==> config.mk <==
export PLATFORM = sky130hd
export DESIGN_NAME = bitpack_flat
export DESIGN_NICKNAME = d
export VERILOG_FILES = /design/src/rtl/bitpack_if.sv /design/src/rtl/bitpack.sv /design/src/flat_wrapper.sv
export SDC_FILE = /design/constraint.sdc
export NUM_CORES = 1
export LEC_CHECK = 0
export ABC_AREA = 1
export ABC_CLOCK_PERIOD_IN_PS = 2500
export CORE_MARGIN = 2
export CORE_UTILIZATION = 35
export DETAILED_ROUTE_END_ITERATION = 12
export HOLD_SLACK_MARGIN = 0.15
export PLACE_DENSITY = 0.57
export SYNTH_ARGS = -nofsm -noshare
export SYNTH_HDL_FRONTEND = slang
export SYNTH_SLANG_ARGS = --single-unit
export TNS_END_PERCENT = 20
==> constraint.sdc <==
create_clock -name clk -period 2.5 [get_ports clk]
set_input_delay 0.5 -clock clk [delete_from_list [all_inputs] [get_ports clk]]
set_output_delay 0.5 -clock clk [all_outputs]
set_load 0.01 [all_outputs]
==> src/rtl/bitpack_if.sv <==
// rtl/bitpack_if.sv - field-in / word-out handshake bundle for the bit packer
//
// Purpose: groups the producer-side field stream and the memory-side word
// stream of bitpack into one interface.
//   in_valid/in_ready  field handshake
//   in_bits[15:0]      field value, LSB-aligned
//   in_len[3:0]        field length minus 1
//   in_last            field closes the packet
//   out_valid/out_ready word handshake
//   out_data[15:0]     packed word, first field in the MSBs
//   out_fill[4:0]      meaningful bits counted from bit 15 down
//   out_last           final word of the packet
// Modports: master = field producer / word consumer, slave = packer.

interface bitpack_if;
  logic        in_valid;
  logic        in_ready;
  logic [15:0] in_bits;
  logic [3:0]  in_len;
  logic        in_last;
  logic        out_valid;
  logic        out_ready;
  logic [15:0] out_data;
  logic [4:0]  out_fill;
  logic        out_last;

  modport master (
    output in_valid, in_bits, in_len, in_last, out_ready,
    input  in_ready, out_valid, out_data, out_fill, out_last
  );

  modport slave (
    input  in_valid, in_bits, in_len, in_last, out_ready,
    output in_ready, out_valid, out_data, out_fill, out_last
  );
endinterface

==> src/rtl/bitpack.sv <==
// rtl/bitpack.sv - variable-width MSB-first bit packer into 16-bit words
//
// Purpose: concatenates LSB-aligned fields of 1..16 bits MSB-first into a
// stream of 16-bit words; a packet-final field zero-pads and flushes the
// residual bits.
// Ports:
//   clk      system clock, all state on the rising edge
//   reset_n  asynchronous active-low reset
//   bus      bitpack_if.slave: field input stream and word output stream

module bitpack (
  input  logic       clk,
  input  logic       reset_n,
  bitpack_if.slave   bus
);

  // Accumulator: valid bits occupy acc[31 -: cnt]; everything below is zero.
  logic [31:0] acc, acc_nx;
  logic [5:0]  cnt, cnt_nx;
  logic        last_pend, last_pend_nx;

  // One-deep output register.
  logic        valid_q, valid_nx;
  logic [15:0] data_q, data_nx;
  logic [4:0]  fill_q, fill_nx;
  logic        last_q, last_nx;

  logic        in_ready_w;
  logic        out_free;
  logic        accept;
  logic        emit_full;
  logic        emit_flush;
  logic [4:0]  len_ext;
  logic [31:0] mask;
  logic [31:0] field;
  logic [5:0]  shamt;

  // Ready depends on registered state only, so producers never see a
  // combinational path from their own valid or from out_ready.
  assign in_ready_w = (cnt < 6'd16) && !last_pend;
  assign out_free   = !valid_q || bus.out_ready;

  assign accept     = bus.in_valid && in_ready_w;
  assign emit_full  = (cnt >= 6'd16) && out_free;
  assign emit_flush = last_pend && (cnt != 6'd0) && (cnt < 6'd16) && out_free;

  assign len_ext = {1'b0, bus.in_len} + 5'd1;
  assign mask    = (32'd1 << len_ext) - 32'd1;
  assign field   = {16'd0, bus.in_bits} & mask;
  // Place the field right under the bits already held. With cnt <= 15 and
  // len <= 16 on an accept this is always 1..31, so nothing falls off.
  assign shamt   = 6'd32 - cnt - {1'b0, len_ext};

  always_comb begin
    acc_nx       = acc;
    cnt_nx       = cnt;
    last_pend_nx = last_pend;
    data_nx      = data_q;
    fill_nx      = fill_q;
    last_nx      = last_q;
    valid_nx     = valid_q && !bus.out_ready;

    // Accept needs cnt < 16 and no pending last; both emits need either
    // cnt >= 16 or a pending last, so at most one branch is live.
    if (accept) begin
      acc_nx = acc | (field << shamt);
      cnt_nx = cnt + {1'b0, len_ext};
      if (bus.in_last) begin
        last_pend_nx = 1'b1;
      end
    end else if (emit_full) begin
      data_nx  = acc[31:16];
      fill_nx  = 5'd16;
      acc_nx   = acc << 16;
      cnt_nx   = cnt - 6'd16;
      last_nx  = last_pend && (cnt == 6'd16);
      valid_nx = 1'b1;
      if (last_pend && (cnt == 6'd16)) begin
        last_pend_nx = 1'b0;
      end
    end else if (emit_flush) begin
      // Bits below cnt are already zero, so the word is self-padded.
      data_nx      = acc[31:16];
      fill_nx      = cnt[4:0];
      last_nx      = 1'b1;
      valid_nx     = 1'b1;
      acc_nx       = 32'd0;
      cnt_nx       = 6'd0;
      last_pend_nx = 1'b0;
    end
  end

  always_ff @(posedge clk or negedge reset_n) begin
    if (!reset_n) begin
      acc       <= 32'd0;
      cnt       <= 6'd0;
      last_pend <= 1'b0;
      valid_q   <= 1'b0;
      data_q    <= 16'd0;
      fill_q    <= 5'd0;
      last_q    <= 1'b0;
    end else begin
      acc       <= acc_nx;
      cnt       <= cnt_nx;
      last_pend <= last_pend_nx;
      valid_q   <= valid_nx;
      data_q    <= data_nx;
      fill_q    <= fill_nx;
      last_q    <= last_nx;
    end
  end

  assign bus.in_ready  = in_ready_w;
  assign bus.out_valid = valid_q;
  assign bus.out_data  = data_q;
  assign bus.out_fill  = fill_q;
  assign bus.out_last  = last_q;

endmodule

==> src/flat_wrapper.sv <==
// flat-port wrapper written by rule: the top's interface ports become plain ports
module bitpack_flat 
  (clk, reset_n, bus_in_valid, bus_in_bits, bus_in_len, bus_in_last, bus_out_ready, bus_in_ready, bus_out_valid, bus_out_data, bus_out_fill, bus_out_last);
  bitpack_if bus_i ();
  input  logic clk;
  input  logic reset_n;
  input wire logic [$bits(bus_i.in_valid)-1:0] bus_in_valid;
  input wire logic [$bits(bus_i.in_bits)-1:0] bus_in_bits;
  input wire logic [$bits(bus_i.in_len)-1:0] bus_in_len;
  input wire logic [$bits(bus_i.in_last)-1:0] bus_in_last;
  input wire logic [$bits(bus_i.out_ready)-1:0] bus_out_ready;
  output wire logic [$bits(bus_i.in_ready)-1:0] bus_in_ready;
  output wire logic [$bits(bus_i.out_valid)-1:0] bus_out_valid;
  output wire logic [$bits(bus_i.out_data)-1:0] bus_out_data;
  output wire logic [$bits(bus_i.out_fill)-1:0] bus_out_fill;
  output wire logic [$bits(bus_i.out_last)-1:0] bus_out_last;
  assign bus_i.in_valid = bus_in_valid;
  assign bus_i.in_bits = bus_in_bits;
  assign bus_i.in_len = bus_in_len;
  assign bus_i.in_last = bus_in_last;
  assign bus_i.out_ready = bus_out_ready;
  assign bus_in_ready = bus_i.in_ready;
  assign bus_out_valid = bus_i.out_valid;
  assign bus_out_data = bus_i.out_data;
  assign bus_out_fill = bus_i.out_fill;
  assign bus_out_last = bus_i.out_last;
  bitpack u_core (.clk(clk), .reset_n(reset_n), .bus(bus_i));
endmodule
==> reports/results.tsv <==
stage	metric	value	unit
floorplanning	rows	43	
sta	setup_viol	22	
synth	syn-cell-area	4910	um^2
sta	clock.fmax	381	MHz
floorplanning	initial_core_util	35.6	%
critical_path	r2r-start	u_core.cnt[1]	
sta	period_share	105	%
synth	synth_top_area_share	31.6	%
sta	setup_slack	-0.126	ns
global_routing	grtUsageTotal	21.9	%
critical_path	endpoint	u_core.acc[23]	
final_layout	syn2layout_area_growth	50.6	%
placed_design	hpwl	11900	um
final_layout	fin_cells	1058	
placed_design	placedInstanceArea	6300	um^2
critical_path	critical_path_class	in2reg	
placed_design	io_buffers	48	
synth	syn-num-nets	787	
drt	vias_per_cell	5.10	
synth	synth_edf_count	0	
drt	routedWlPerCell	15.2	um
critical_path	cp_cell_sequence	buf_12 > inv_12 > ha_4 > ha_4 > inv_4 > ha_4 > fa_2 > buf_6 > xor2_2 > inv_2 > buf_12 > nor2_4 > inv_2 > nor2_4 > a21boi_4 > o21ai_2 > nand3_1	
synth	avgSynthCellArea	6.64	um^2
critical_path	critPathArrivalTime	2.89	ns
drt	detail-route-antenna-nets	0	
sta	hold_viol	0	
global_routing	grt_pass1_wl	25700	um
critical_path	slowest_delay	0.38	ns
final_layout	finalNetCount	921	
floorplanning	die_area	15000	um^2
clocking	cts_made_buffers	9	
synth	yosysTopAreaCell	dfrtp_1	
global_routing	grt_max_degree	63	
critical_path	critPathLaunchType	primary input	
global_routing	grt_pass1_vias	5271	
floorplanning	die_height	122	um
critical_path	timing.rr.end	u_core.acc[23]	
critical_path	crit_start	bus_in_len[1]	
drt	firstDrtPassIters	5	
drt	drcViolationCount	0	
global_routing	globalRouteOverflowTotal	0	
global_routing	antenna_found_initial	0	
clocking	cts_tree	done	
critical_path	required	2.76	ns
placed_design	place_inst	1027	
clocking	clockBufferDepth	2	
placed_design	place_congestion	0.919	
drt	drt_iter0_drc	276	
run_status	status	finished with violations	
synth	synth_warnings	0	
clocking	cts.sink_count	62	
sta	rsz0062_at_grt	yes	
final_layout	final_design_area_no_fill	7390	um^2
final_layout	drive_gt1_share	32.8	%
drt	vias	5393	
critical_path	cp_max_fo	6	
floorplanning	ios	49	
floorplanning	core_area	13800	um^2
sta	fin_skew	0.00265	ns
final_layout	diodes	0	
critical_path	crit_top_cell	ha_4	
power	total_power	0.0111	W
synth	synth-async-reset-ratio	100	%
synth	synth_ff_type	dfrtp_1	
sta	fin_crit	2.63	ns
synth	netlist_top_cells_area	dfrtp_1 (32%), nand2_1 (17%), nand3_1 (12%)	
critical_path	cp_num_cells	17	
clocking	root_buffer	clkbuf_16	
sta	slew_headroom	67.4	%
sta	final_max_slew_viol_count	0	
synth	synth-seq-cells	62	
drt	routed_wl	16100	um
critical_path	worst_path_max_delay_cell	fa_2	
clocking	clock_latency	0.33	ns
floorplanning	fp.dieW	122	um
critical_path	crit_buf_inv	7	
synth	synth.distinct_cells	41	
sta	worst_slew_pin_slew	0.488	ns
run_status	violations	setup timing	
synth	yosysSeqAreaShare	31.6	%
critical_path	crit_family	adder cells	
critical_path	rrSetupSlack	-0.01	ns
power	p_leak	3.63	nW
power	vdd_drop_max	820	uV
critical_path	end_kind	flop	
critical_path	ff2ff_path_depth	14	
power	p_per_area	1510	nW/um^2
synth	synth_cells	739	
run	cap_violations	0	
clocking	clk_pin_slew_worst_paths	0.05	ns
clocking	htreeDepth	3	
min_path	min_path_type	in2async	
## worst register-to-register path, stage by stage (launching register included)
cell and delay (ns):
dfrtp_1 0.40, ha_4 0.29, inv_4 0.04, ha_4 0.15
fa_2 0.38, buf_6 0.13, xor2_2 0.14, inv_2 0.07
buf_12 0.14, nor2_4 0.10, inv_2 0.06, nor2_4 0.15
a21boi_4 0.21, o21ai_2 0.08, nand3_1 0.10
## worst min-delay path by stage
stage                                         to
after CTS                 u_core.bus.out_data[2]
final                     u_core.bus.out_data[2]
after floorplan                    u_core.acc[0]
after global routing              u_core.acc[18]
after detailed placement          u_core.acc[13]
after global placement            u_core.acc[13]
## state kept, by name, summed over array words and instances, names as in the netlist
signal                flops
u_core.acc               32
u_core.bus.out_data      16
u_core.cnt                6
u_core.bus.out_fill       5
u_core.bus.out_last       1
u_core.bus.out_valid      1
u_core.last_pend          1
## cells in the final DEF (no fill, tap or decap), types with 9 or more instances in the layout
cell / n
clkbuf_16: 10
dfrtp_1: 62
nand2_1: 192
nor2_2: 11
clkdlybuf4s50_1: 43
nand3_2: 50
o22ai_1: 14
ha_1: 11
nand3_1: 70
buf_4: 87
inv_1: 79
nand2_2: 38
o21ai_0: 26
ha_4: 10
nor2_1: 31
a21oi_1: 14
nor2_4: 9
## final cells by class
cell class              count  area (um^2)
well taps                 180          225
clock inverters             3         42.5
clock buffers              13          260
inverters                  93          370
multi-input cells         556         3560
flip-flops and latches     62         1550
repair buffers            151         1380
fillers                  1344         6390
## repair_timing
item	CTS	global route
cloned	1	1
endpoints found under the setup margin	34	32
pin swaps	15	49
gates resized for setup	52	136
setup buffers	8	8
hold buffers	0	0
endpoints found under the hold margin	0	0
## kinds of logic after synthesis
group,Yosys count,synth area share [%]
AOI/OAI and AO/OA,101,11.9
xor gates and xnor gates,5,0.893
adders and majority gates,23,6.17
buffers and inverters,121,10.7
DFF,62,31.6
muxes,1,0.204
and+or+nand+nor,426,38.5
## power breakdown
part           internal, W  switching [W]  leakage, nW
Clock             0.000824       0.000440        0.146
Combinational      0.00354        0.00481         2.65
Sequential         0.00134       0.000171        0.839
## metal layers
metal	GRT usage [%]	share of wire, %	vias to the layer above
met5	0	0	-
met4	4.38	1.0	0
met3	4.55	4.6	18
met2	37.3	49	127
met1	28.7	45	2564
li1	-	-	2684
## cell usage after synthesis, types with 4 or more instances
cell type / instances
nand2_1: 226
inv_1: 89
nand3_1: 118
o31ai_1: 6
nand3_2: 8
dfrtp_1: 62
ha_1: 21
xor2_1: 4
clkinv_1: 4
nor2_1: 46
a21o_1: 6
o22ai_1: 19
nand4_1: 8
buf_4: 6
clkbuf_1: 12
buf_6: 4
nand2_2: 7
a21oi_1: 23
o21ai_0: 36
## metrics by stage
stage                     setup TNS [ns]  util, %  hold WS (ns)  setup WS, ns
after floorplan                    -4.28        -         0.204        -0.221
after global placement            -30.27     45.7         0.462         -1.07
after detailed placement          -31.90     45.7         0.466         -1.08
after CTS                          -4.29     49.6         0.182        -0.222
after global routing               -3.95     53.6         0.183        -0.215
final                             -0.713     53.6         0.159        -0.126
Power figures use the tool's default switching activity.
